--- config.mk ---
export PLATFORM = sky130hd
export DESIGN_NAME = reload_sequencer
export DESIGN_NICKNAME = d
export VERILOG_FILES = /design/src/rtl/reload_sequencer.sv
export SDC_FILE = /design/constraint.sdc
export NUM_CORES = 1
export LEC_CHECK = 0
export CAP_MARGIN = 30
export CELL_PAD_IN_SITES_DETAIL_PLACEMENT = 1
export CELL_PAD_IN_SITES_GLOBAL_PLACEMENT = 2
export CORE_MARGIN = 4
export CORE_UTILIZATION = 36
export CTS_CLUSTER_SIZE = 14
export DETAILED_ROUTE_END_ITERATION = 7
export PLACE_DENSITY = 0.75
export SLEW_MARGIN = 20
export SYNTH_ARGS = -nofsm -noshare
export SYNTH_HDL_FRONTEND = slang
export SYNTH_SLANG_ARGS = --single-unit
--- constraint.sdc ---
create_clock -name clk -period 2.2 [get_ports clk]
set_input_delay 0.44 -clock clk [delete_from_list [all_inputs] [get_ports clk]]
set_output_delay 0.44 -clock clk [all_outputs]
set_load 0.01 [all_outputs]
--- src/rtl/reload_sequencer.sv ---
// Command-queued reload controller for the 8-bit down counter: pops (period, repeat) entries and sequences LOAD/ARM/WAIT.
// Optional RELOAD_SEQ_STATS_EN adds a 16-bit done_count of completed intervals.
module reload_sequencer #(
  parameter int DEPTH = 4,
  parameter int AW    = 2
) (
  input  logic          clk,
  input  logic          nrst,
  input  logic          cmd_valid,
  output logic          cmd_ready,
  input  logic [7:0]    cmd_period,
  input  logic [3:0]    cmd_repeat,
  input  logic          abort,
  output logic          cnt_load,
  output logic [7:0]    cnt_preload,
  input  logic          cnt_zero,
  output logic          interval_done,
  output logic          cmd_done,
  output logic          busy,
  output logic [AW:0]   fifo_level
`ifdef RELOAD_SEQ_STATS_EN
  ,
  output logic [15:0]   done_count
`endif
);

  typedef enum logic [1:0] {
    S_IDLE = 2'd0,
    S_LOAD = 2'd1,
    S_ARM  = 2'd2,
    S_WAIT = 2'd3
  } state_e;

  localparam logic [AW-1:0] PTR_ONE  = AW'(1'b1);
  localparam logic [AW:0]   LVL_ONE  = (AW+1)'(1'b1);
  localparam logic [AW:0]   LVL_FULL = (AW+1)'(DEPTH);

  state_e        state_q, state_d;
  logic [AW-1:0] wr_ptr_q, wr_ptr_d, rd_ptr_q, rd_ptr_d;
  logic [AW:0]   level_q, level_d;
  logic [11:0]   mem_q [DEPTH];
  logic [11:0]   mem_d [DEPTH];
  logic [7:0]    cur_period_q, cur_period_d;
  logic [3:0]    rep_left_q, rep_left_d;
  logic          fifo_empty, fifo_full, push, pop;

  assign fifo_empty  = (level_q == {(AW+1){1'b0}});
  assign fifo_full   = (level_q == LVL_FULL);
  assign cmd_ready   = !fifo_full && !abort;
  assign push        = cmd_valid && cmd_ready;
  assign cnt_load    = (state_q == S_LOAD);
  assign cnt_preload = cur_period_q;
  assign busy        = (state_q != S_IDLE) || !fifo_empty;
  assign fifo_level  = level_q;

  // Sequencer next state, entry latch and completion pulses; abort overrides everything.
  always_comb begin
    state_d       = state_q;
    cur_period_d  = cur_period_q;
    rep_left_d    = rep_left_q;
    pop           = 1'b0;
    interval_done = 1'b0;
    cmd_done      = 1'b0;
    if (abort) begin
      state_d = S_IDLE;
    end else begin
      case (state_q)
        S_IDLE: begin
          if (!fifo_empty) begin
            pop                        = 1'b1;
            {cur_period_d, rep_left_d} = mem_q[rd_ptr_q];
            state_d                    = S_LOAD;
          end else begin
            state_d = S_IDLE;
          end
        end
        S_LOAD: state_d = S_ARM;
        // Counter still shows the old value here, so its zero flag is meaningless.
        S_ARM:  state_d = S_WAIT;
        S_WAIT: begin
          if (cnt_zero) begin
            interval_done = 1'b1;
            if (rep_left_q == 4'd0) begin
              cmd_done = 1'b1;
              state_d  = S_IDLE;
            end else begin
              rep_left_d = rep_left_q - 4'd1;
              state_d    = S_LOAD;
            end
          end else begin
            state_d = S_WAIT;
          end
        end
        default: state_d = S_IDLE;
      endcase
    end
  end

  // Command FIFO pointers, occupancy and storage; abort flushes and blocks the push.
  always_comb begin
    mem_d    = mem_q;
    wr_ptr_d = wr_ptr_q;
    rd_ptr_d = rd_ptr_q;
    level_d  = level_q;
    if (abort) begin
      wr_ptr_d = {AW{1'b0}};
      rd_ptr_d = {AW{1'b0}};
      level_d  = {(AW+1){1'b0}};
    end else begin
      if (push) begin
        mem_d[wr_ptr_q] = {cmd_period, cmd_repeat};
        wr_ptr_d        = wr_ptr_q + PTR_ONE;
      end else begin
        wr_ptr_d = wr_ptr_q;
      end
      if (pop) begin
        rd_ptr_d = rd_ptr_q + PTR_ONE;
      end else begin
        rd_ptr_d = rd_ptr_q;
      end
      case ({push, pop})
        2'b10:   level_d = level_q + LVL_ONE;
        2'b01:   level_d = level_q - LVL_ONE;
        default: level_d = level_q;
      endcase
    end
  end

  // State, FIFO and entry registers.
  always_ff @(posedge clk or negedge nrst) begin
    if (!nrst) begin
      state_q      <= S_IDLE;
      wr_ptr_q     <= {AW{1'b0}};
      rd_ptr_q     <= {AW{1'b0}};
      level_q      <= {(AW+1){1'b0}};
      cur_period_q <= 8'h00;
      rep_left_q   <= 4'h0;
      for (int i = 0; i < DEPTH; i++) begin
        mem_q[i] <= 12'h000;
      end
    end else begin
      state_q      <= state_d;
      wr_ptr_q     <= wr_ptr_d;
      rd_ptr_q     <= rd_ptr_d;
      level_q      <= level_d;
      cur_period_q <= cur_period_d;
      rep_left_q   <= rep_left_d;
      mem_q        <= mem_d;
    end
  end

`ifdef RELOAD_SEQ_STATS_EN
  logic [15:0] done_count_q, done_count_d;

  // Interval counter wraps naturally; only nrst clears it.
  always_comb begin
    if (interval_done) begin
      done_count_d = done_count_q + 16'd1;
    end else begin
      done_count_d = done_count_q;
    end
  end

  // Interval counter register.
  always_ff @(posedge clk or negedge nrst) begin
    if (!nrst) begin
      done_count_q <= 16'h0000;
    end else begin
      done_count_q <= done_count_d;
    end
  end

  assign done_count = done_count_q;
`endif

endmodule
==> results.md, run 1 <==
* CP top delay family: buffers and inverters
* Crit-path max cell delay at 490 ps
* Final setup margin at 86.6 ps
* Non-Filler Instances at 416
* Critical path capture point type: output pin
* Syn nets at 270
* Seq/Total Area, Yosys at 0.516
* H-tree depth at 3
* Post-DRT Antenna Nets at 0
* Top Ports at 33
* Worst Path Arrival at 1670 ps
* Mapped Cells at 246
* Die Wd at 104 um
* Total Nets Final at 327
* Placed Area at 0.00403 sq mm
* Pint at 3.96 mW
* Initial antenna violation count at 0
* Combinational power share at 0.411
* Total global-route track usage at 0.147
* Bufs and invs on worst path at 2
* Hold violation total from the final report at 0
* ANT cells at 0
* CP Max Fanout at 9
* Ys async rst share at 1.00
* Drt total wl at 7.32 mm
* Post-CTS setup buffers at 0
* Final Hold Slack at 92.2 ps
* Reg area at 0.00173 sq mm
* Final slew viol count at 0
* Vias per Instance at 5.16
* Worst IR Drop VDD at 0.524 mV
* Clk_lat worst skew at 340 ps
* Die H at 104 um
* Hold Crit Class: input port to asynchronous set/reset pin
* Fin area at 0.00427 sq mm
* Clock transition at the registers of the reported paths at 80 ps
* Clock sink total at 69
* Achievable clock frequency at 473 MHz
* Top cells by area, synth: dfrtp_1 52%, mux2_2 19%, mux4_2 6.7%, ha_1 2.2%, buf_6 1.3%
* FILL cells at 897
* Worst-margin pin slew at 799 ps
* Row Count at 34
* Layout cell share with drive strength beyond 1 at 0.396
* Pin count of the biggest net entering global routing at 70
* Clock Power Share at 0.203
* Drt pass-1 iters at 4
* Switching part of the total at 0.313
* RSZ-0062 raised after global routing: no
* Sequential share of power at 0.387
* Dpl ws at -274 ps
* Worst-path cell chain: buf_4 -> nor2_4 -> a21oi_1 -> clkdlybuf4s50_1
* Cell taking the most area after synthesis: dfrtp_1
* Root buffer cell: clkbuf_8
* First-pass GRT wire length at 12.7 mm
* WL/cell at 17.6 um
* Die area at 0.0109 sq mm
* Placed cells at 400
* GRT overflow at 0
* Initial Utilization at 0.376
* Vias in the first global route at 2429
* P per Cell Area at 1350 mW/mm^2
* Clk_skew at 12.4 ps
* CP max stage cell: clkdlybuf4s50_1
* Core box area at 0.00889 sq mm
* Via count at 2147
* Register bit total from synthesis at 69
* Max_cap viols at 0
* Slew margin rel. at 0.467
* Yosys Warn Count at 0
* Netlist cell types at 44
* Switch Pwr at 1.80 mW
* CTS Buffer Depth at 2
* Routability congestion estimate at 0.699
* Synthesized cell area at 0.00334 sq mm
* Port bufs at 32
* Layout area overhead at 27.7%
* Synth Flop Type: dfrtp_1
* Critical Path Source Type: flip-flop
* CTS tree: yes
* Tmin final at 2110 ps
* Status: finished, final reports clean
* Worst setup path class: flip-flop to output pin
* Post-CTS Hold Fix Bufs at 0
* TritonCTS Buffers at 9
* DRC viols at 0
* Finish-stage setup viols at 0
* Combined area of the multi-input logic cells at 0.00153 sq mm
* Tcrit/Tclk final at 0.961
* Post-synth EDFFs at 0
* Worst Path Required at 1760 ps
* Synth Area per Inst at 13.6 sq um
* Leakage Power at 1.86 nW
* Synth top area share at 0.516
* Initial DRC Count at 89
* Dpl hpwl at 5.15 mm
[synthesized netlist by cell type (3+ instances only)]
cell	instances
a21oi_1	6
buf_2	6
buf_6	4
dfrtp_1	69
ha_1	6
inv_1	7
mux2_2	55
mux4_2	10
nand2_1	8
nand2_2	5
nand3_1	4
nor2_1	9
nor2b_1	3
nor3_1	3
o211ai_1	3
o21ai_0	6
or3_1	3
xnor2_1	3
[per-layer routing]
layer | vias up | GRT usage | wire, um | share of wire
met2 | 29 | 0.247 | 3710 | 0.51
li1 | 1008 | - | - | -
met3 | 5 | 0.0379 | 222 | 0.030
met4 | 0 | 0.0285 | 45 | 0.0061
met1 | 1105 | 0.192 | 3340 | 0.46
met5 | - | 0 | 0 | 0
[registers in the layout, indices dropped and copies added (netlist names)]
name	flops
mem_q	48
cnt_preload	8
rep_left_q	4
fifo_level	3
rd_ptr_q	2
state_q	2
wr_ptr_q	2
[power by group through the flow]
stage	logic [mW]	registers (mW)	clock network [mW]
final	2.37	2.23	1.17
after global routing	2.62	2.32	1.26
after CTS	2.40	2.24	1.20
after detailed placement	2.36	2.25	0
after global placement	2.30	2.21	0
after floorplan	1.50	2.17	0
[kinds of logic after synthesis]
logic type      after synthesis  share of synthesized area
xor+xnor                      5                     0.0131
simple gates                 45                     0.0722
compound gates               31                     0.0685
fa+ha+maj                     7                     0.0284
flops                        69                      0.516
buf+inv                      20                     0.0337
mux                          69                      0.268
[layout make-up]
| cell class | instances | share of cell area |
|---|---|---|
| clock buffers | 13 | 0.0372 |
| clock inverters | 3 | 0.0158 |
| inverters | 7 | 0.00615 |
| multi-input cells | 157 | 0.358 |
| flip-flops and latches | 69 | 0.404 |
| well taps | 108 | 0.0317 |
| repair buffers | 59 | 0.147 |
[final timing paths]
check / startpoint / to / slack (ps) / cells past startpoint
min in group clk: mem_q[39] / mem_q[39] / 500 / 1
worst max-delay path: fifo_level[1] / cmd_ready / 90 / 4
worst max register to register: fifo_level[1] / fifo_level[2] / 240 / 7
worst min-delay path: nrst / fifo_level[0] / 90 / 2
worst min register to register: mem_q[39] / mem_q[39] / 500 / 1
max in group asynchronous: nrst / mem_q[0] / 1760 / 2
[metrics by stage]
| stage | util | power, mW | TNS (ps) |
|---|---|---|---|
| 2_1_floorplan | - | 3.67 | 0 |
| 6_report | 0.480 | 5.76 | 0 |
| 3_5_place_dp | 0.453 | 4.61 | -1440 |
| 3_3_place_gp | 0.453 | 4.51 | -533 |
| 4_1_cts | 0.480 | 5.84 | 0 |
| 5_1_grt | 0.480 | 6.20 | 0 |
[layout by cell type, fill, tap and decap left out, types with 3 or more instances in the layout]
master            n
xnor2_1           3
o21ai_0           6
nand2_1           8
nor2_1            9
mux2_2           55
mux4_2           10
dfrtp_1          69
nor2b_1           3
buf_12            9
nand3_1           4
o211ai_1          3
a21oi_1           6
clkdlybuf4s50_1  28
inv_1             7
clkbuf_8         11
ha_1              6
buf_4            18
nand2_2           5
[repair_timing]
action | CTS | global route
pin swaps | 0 | 0
resized for setup | 5 | 4
setup endpoints to repair | 4 | 3
No activity file was read; power rests on OpenSTA's default activity.
==> run 2: changes to the inputs <==
--- a/config.mk
+++ b/config.mk
@@ -5,7 +5,7 @@
 export SDC_FILE = /design/constraint.sdc
 export NUM_CORES = 1
 export LEC_CHECK = 0
-export CAP_MARGIN = 30
+export CAP_MARGIN = 20
 export CELL_PAD_IN_SITES_DETAIL_PLACEMENT = 1
 export CELL_PAD_IN_SITES_GLOBAL_PLACEMENT = 2
 export CORE_MARGIN = 4
==> constraint.sdc (replaced) <==
create_clock -name clk -period 2.2 [get_ports clk]
set_input_delay 0.33 -clock clk [delete_from_list [all_inputs] [get_ports clk]]
set_output_delay 0.33 -clock clk [all_outputs]
set_load 0.01 [all_outputs]
==> run 2 against run 1 <==
  * Hold slack gained 370 ps
  * Fmax grew 0.56%
  * Total power shrank 0.60%
  * Register-to-register slack is essentially flat
  * Sequential cell count is the same
  * Clock power grew 8%
  * Largest cell class unchanged
  * Largest power group is now sequential cells
==> results.md, run 2 (synthesized netlist as in run 1, its figures left out) <==
* Layout area overhead at 23.1% (was 27.7%)
* FILL cells at 907 (was 897)
* Leakage Power at 1.77 nW (was 1.86 nW)
* Reg2reg path depth at 7 (unchanged)
* Clk_skew at 7.20 ps (was 12.4 ps)
* Row Count at 34 (unchanged)
* Achievable clock frequency at 476 MHz (was 473 MHz)
* Most frequent cells in the layout: 69 x dfrtp_1, 55 x mux2_2, 30 x clkdlybuf4s50_1, 14 x buf_4 (was 69 x dfrtp_1, 55 x mux2_2, 28 x clkdlybuf4s50_1, 18 x buf_4, 11 x clkbuf_8)
* Post-CTS setup buffers at 0 (unchanged)
* P per Cell Area at 1390 mW/mm^2 (was 1350 mW/mm^2)
* TritonCTS Buffers at 9 (unchanged)
* H-tree depth at 3 (unchanged)
* CTS Buffer Depth at 2 (unchanged)
* ANT cells at 0 (unchanged)
* Hold violation total from the final report at 0 (unchanged)
* Pint at 3.94 mW (was 3.96 mW)
* Total global-route track usage at 0.145 (was 0.147)
* Commonest non-fill, non-tap cell in the layout: dfrtp_1 (unchanged)
* WL/cell at 18.0 um (was 17.6 um)
* Die Wd at 104 um (unchanged)
* Dpl hpwl at 4.90 mm (was 5.15 mm)
* Clock sink total at 69 (unchanged)
* Critical Path Source Type: input port (was flip-flop)
* Final design utilization at 0.463 (was 0.480)
* Die H at 104 um (unchanged)
* Critical path capture point type: output pin (unchanged)
* Final slew viol count at 0 (unchanged)
* Drt pass-1 iters at 4 (unchanged)
* CP Max Fanout at 5 (was 9)
* Max_cap viols at 0 (unchanged)
* Clk_lat worst skew at 340 ps (about the same)
* Vias in the first global route at 2338 (was 2429)
* RSZ-0062 raised after global routing: no (unchanged)
* Status: finished, final reports clean (unchanged)
* Tcrit/Tclk final at 0.955 (was 0.961)
* Worst Path Arrival at 1770 ps (was 1670 ps)
* Sequential share of power at 0.392 (was 0.387)
* Routability congestion estimate at 0.713 (was 0.699)
* Port bufs at 32 (unchanged)
* Layout cell share with drive strength beyond 1 at 0.369 (was 0.396)
* Pin count of the biggest net entering global routing at 54 (was 70)
* Combinational power share at 0.388 (was 0.411)
* Top Ports at 33 (unchanged)
* Max FFs per register at 48 (unchanged)
* Worst-margin pin slew at 755 ps (was 799 ps)
* Slew margin rel. at 0.497 (was 0.467)
* Worst IR Drop VDD at 0.551 mV (was 0.524 mV)
* First-pass GRT wire length at 12.5 mm (was 12.7 mm)
* Via count at 2137 (was 2147)
* Reg-to-Reg Start: fifo_level[1] (unchanged)
* Switching part of the total at 0.311 (was 0.313)
* Initial antenna violation count at 0 (unchanged)
* Worst Path Required at 1870 ps (was 1760 ps)
* GRT overflow at 0 (unchanged)
* Root buffer cell: clkbuf_8 (unchanged)
* CTS tree: yes (unchanged)
* Clock Power Share at 0.220 (was 0.203)
* Initial DRC Count at 97 (was 89)
* R2R Setup Slk at 230 ps (was 240 ps)
* Tmin final at 2100 ps (was 2110 ps)
* Vias per Instance at 5.26 (was 5.16)
* Clock transition at the registers of the reported paths at 80 ps (about the same)
* Worst setup startpoint: abort (was fifo_level[1])
* Core box area at 0.00889 sq mm (unchanged)
* Pwr Total at 5.73 mW (was 5.76 mW)
* Initial Utilization at 0.376 (unchanged)
* Worst setup path class: input port to output pin (was flip-flop to output pin)
* Worst setup endpoint: interval_done (was cmd_ready)
* Hold Crit Class: input port to asynchronous set/reset pin (unchanged)
* Total Nets Final at 317 (was 327)
* Drt total wl at 7.32 mm (unchanged)
* Post-DRT Antenna Nets at 0 (unchanged)
* Switch Pwr at 1.78 mW (was 1.80 mW)
* Finish-stage setup viols at 0 (unchanged)
* DRC viols at 0 (unchanged)
* Die area at 0.0109 sq mm (unchanged)
* Reg-to-reg endpoint: fifo_level[2] (unchanged)
* Most flop-heavy register: mem_q (unchanged)
## run 2: cell type report
cell class / count / area [sq um] / area share
repair buffers: 49 / 469 / 0.114
clock buffers: 12 / 145 / 0.0353
well taps: 108 / 135 / 0.0328
inverters: 7 / 26.3 / 0.00639
multi-input cells: 157 / 1520 / 0.369
clock inverters: 4 / 95.1 / 0.0231
flip-flops and latches: 69 / 1730 / 0.420
## run 2: power groups by stage
stage | clock, mW | combinational, mW | sequential (mW)
detailed placement | 0 | 2.24 | 2.26
CTS | 1.29 | 2.26 | 2.25
global placement | 0 | 2.18 | 2.23
floorplan | 0 | 1.50 | 2.17
global route | 1.36 | 2.46 | 2.33
finish | 1.26 | 2.22 | 2.25
## run 2: through the flow
stage | setup WS, ps | hold WS [ps] | instance area, sq um | cells | TNS (ps)
global route | 2.07 | 486 | 4110 | 406 | 0
global placement | -22.9 | 293 | 3860 | 389 | -22.9
detailed placement | -27.8 | 297 | 3860 | 389 | -45.1
finish | 98.4 | 458 | 4110 | 406 | 0
CTS | 34.0 | 464 | 4110 | 406 | 0
floorplan | 43.2 | 34.4 | 3350 | 246 | 0
## run 2: what timing repair did
action / in CTS / in global routing
hold buffers: 1 / 0
resized for setup: 2 / 1
endpoints found under the hold margin: 16 / 0
endpoints found under the setup margin: 1 / 1
## run 2: per-layer routing
| layer | wire, um | part of all wire | up-vias | GRT usage |
|---|---|---|---|---|
| met3 | 191 | 0.026 | 5 | 0.0341 |
| met1 | 3440 | 0.47 | 1112 | 0.195 |
| li1 | - | - | 994 | - |
| met4 | 52 | 0.0071 | 0 | 0.0399 |
| met5 | 0 | 0 | - | 0 |
| met2 | 3640 | 0.50 | 26 | 0.234 |
## run 2: worst max-delay path, stage by stage
cell	delay (ps)
clkdlybuf4s50_1	450
buf_4	170
and4b_1	280
clkdlybuf4s50_1	550
## run 2: worst min-delay path by stage
stage               depth (start not counted)  from             end
floorplan                                   0  nrst  cnt_preload[0]
global placement                            1  nrst      state_q[1]
detailed placement                          1  nrst      state_q[1]
CTS                                         2  nrst       mem_q[26]
global route                                2  nrst   rep_left_q[2]
finish                                      2  nrst   rep_left_q[2]
==> run 3: changes to the inputs <==
--- a/config.mk
+++ b/config.mk
@@ -10,7 +10,7 @@
 export CELL_PAD_IN_SITES_GLOBAL_PLACEMENT = 2
 export CORE_MARGIN = 4
 export CORE_UTILIZATION = 36
-export CTS_CLUSTER_SIZE = 14
+export CTS_CLUSTER_SIZE = 40
 export DETAILED_ROUTE_END_ITERATION = 7
 export PLACE_DENSITY = 0.75
 export SLEW_MARGIN = 20
==> results of run 3 <==
Final layout, timing and power as in run 2 (identical DEF).
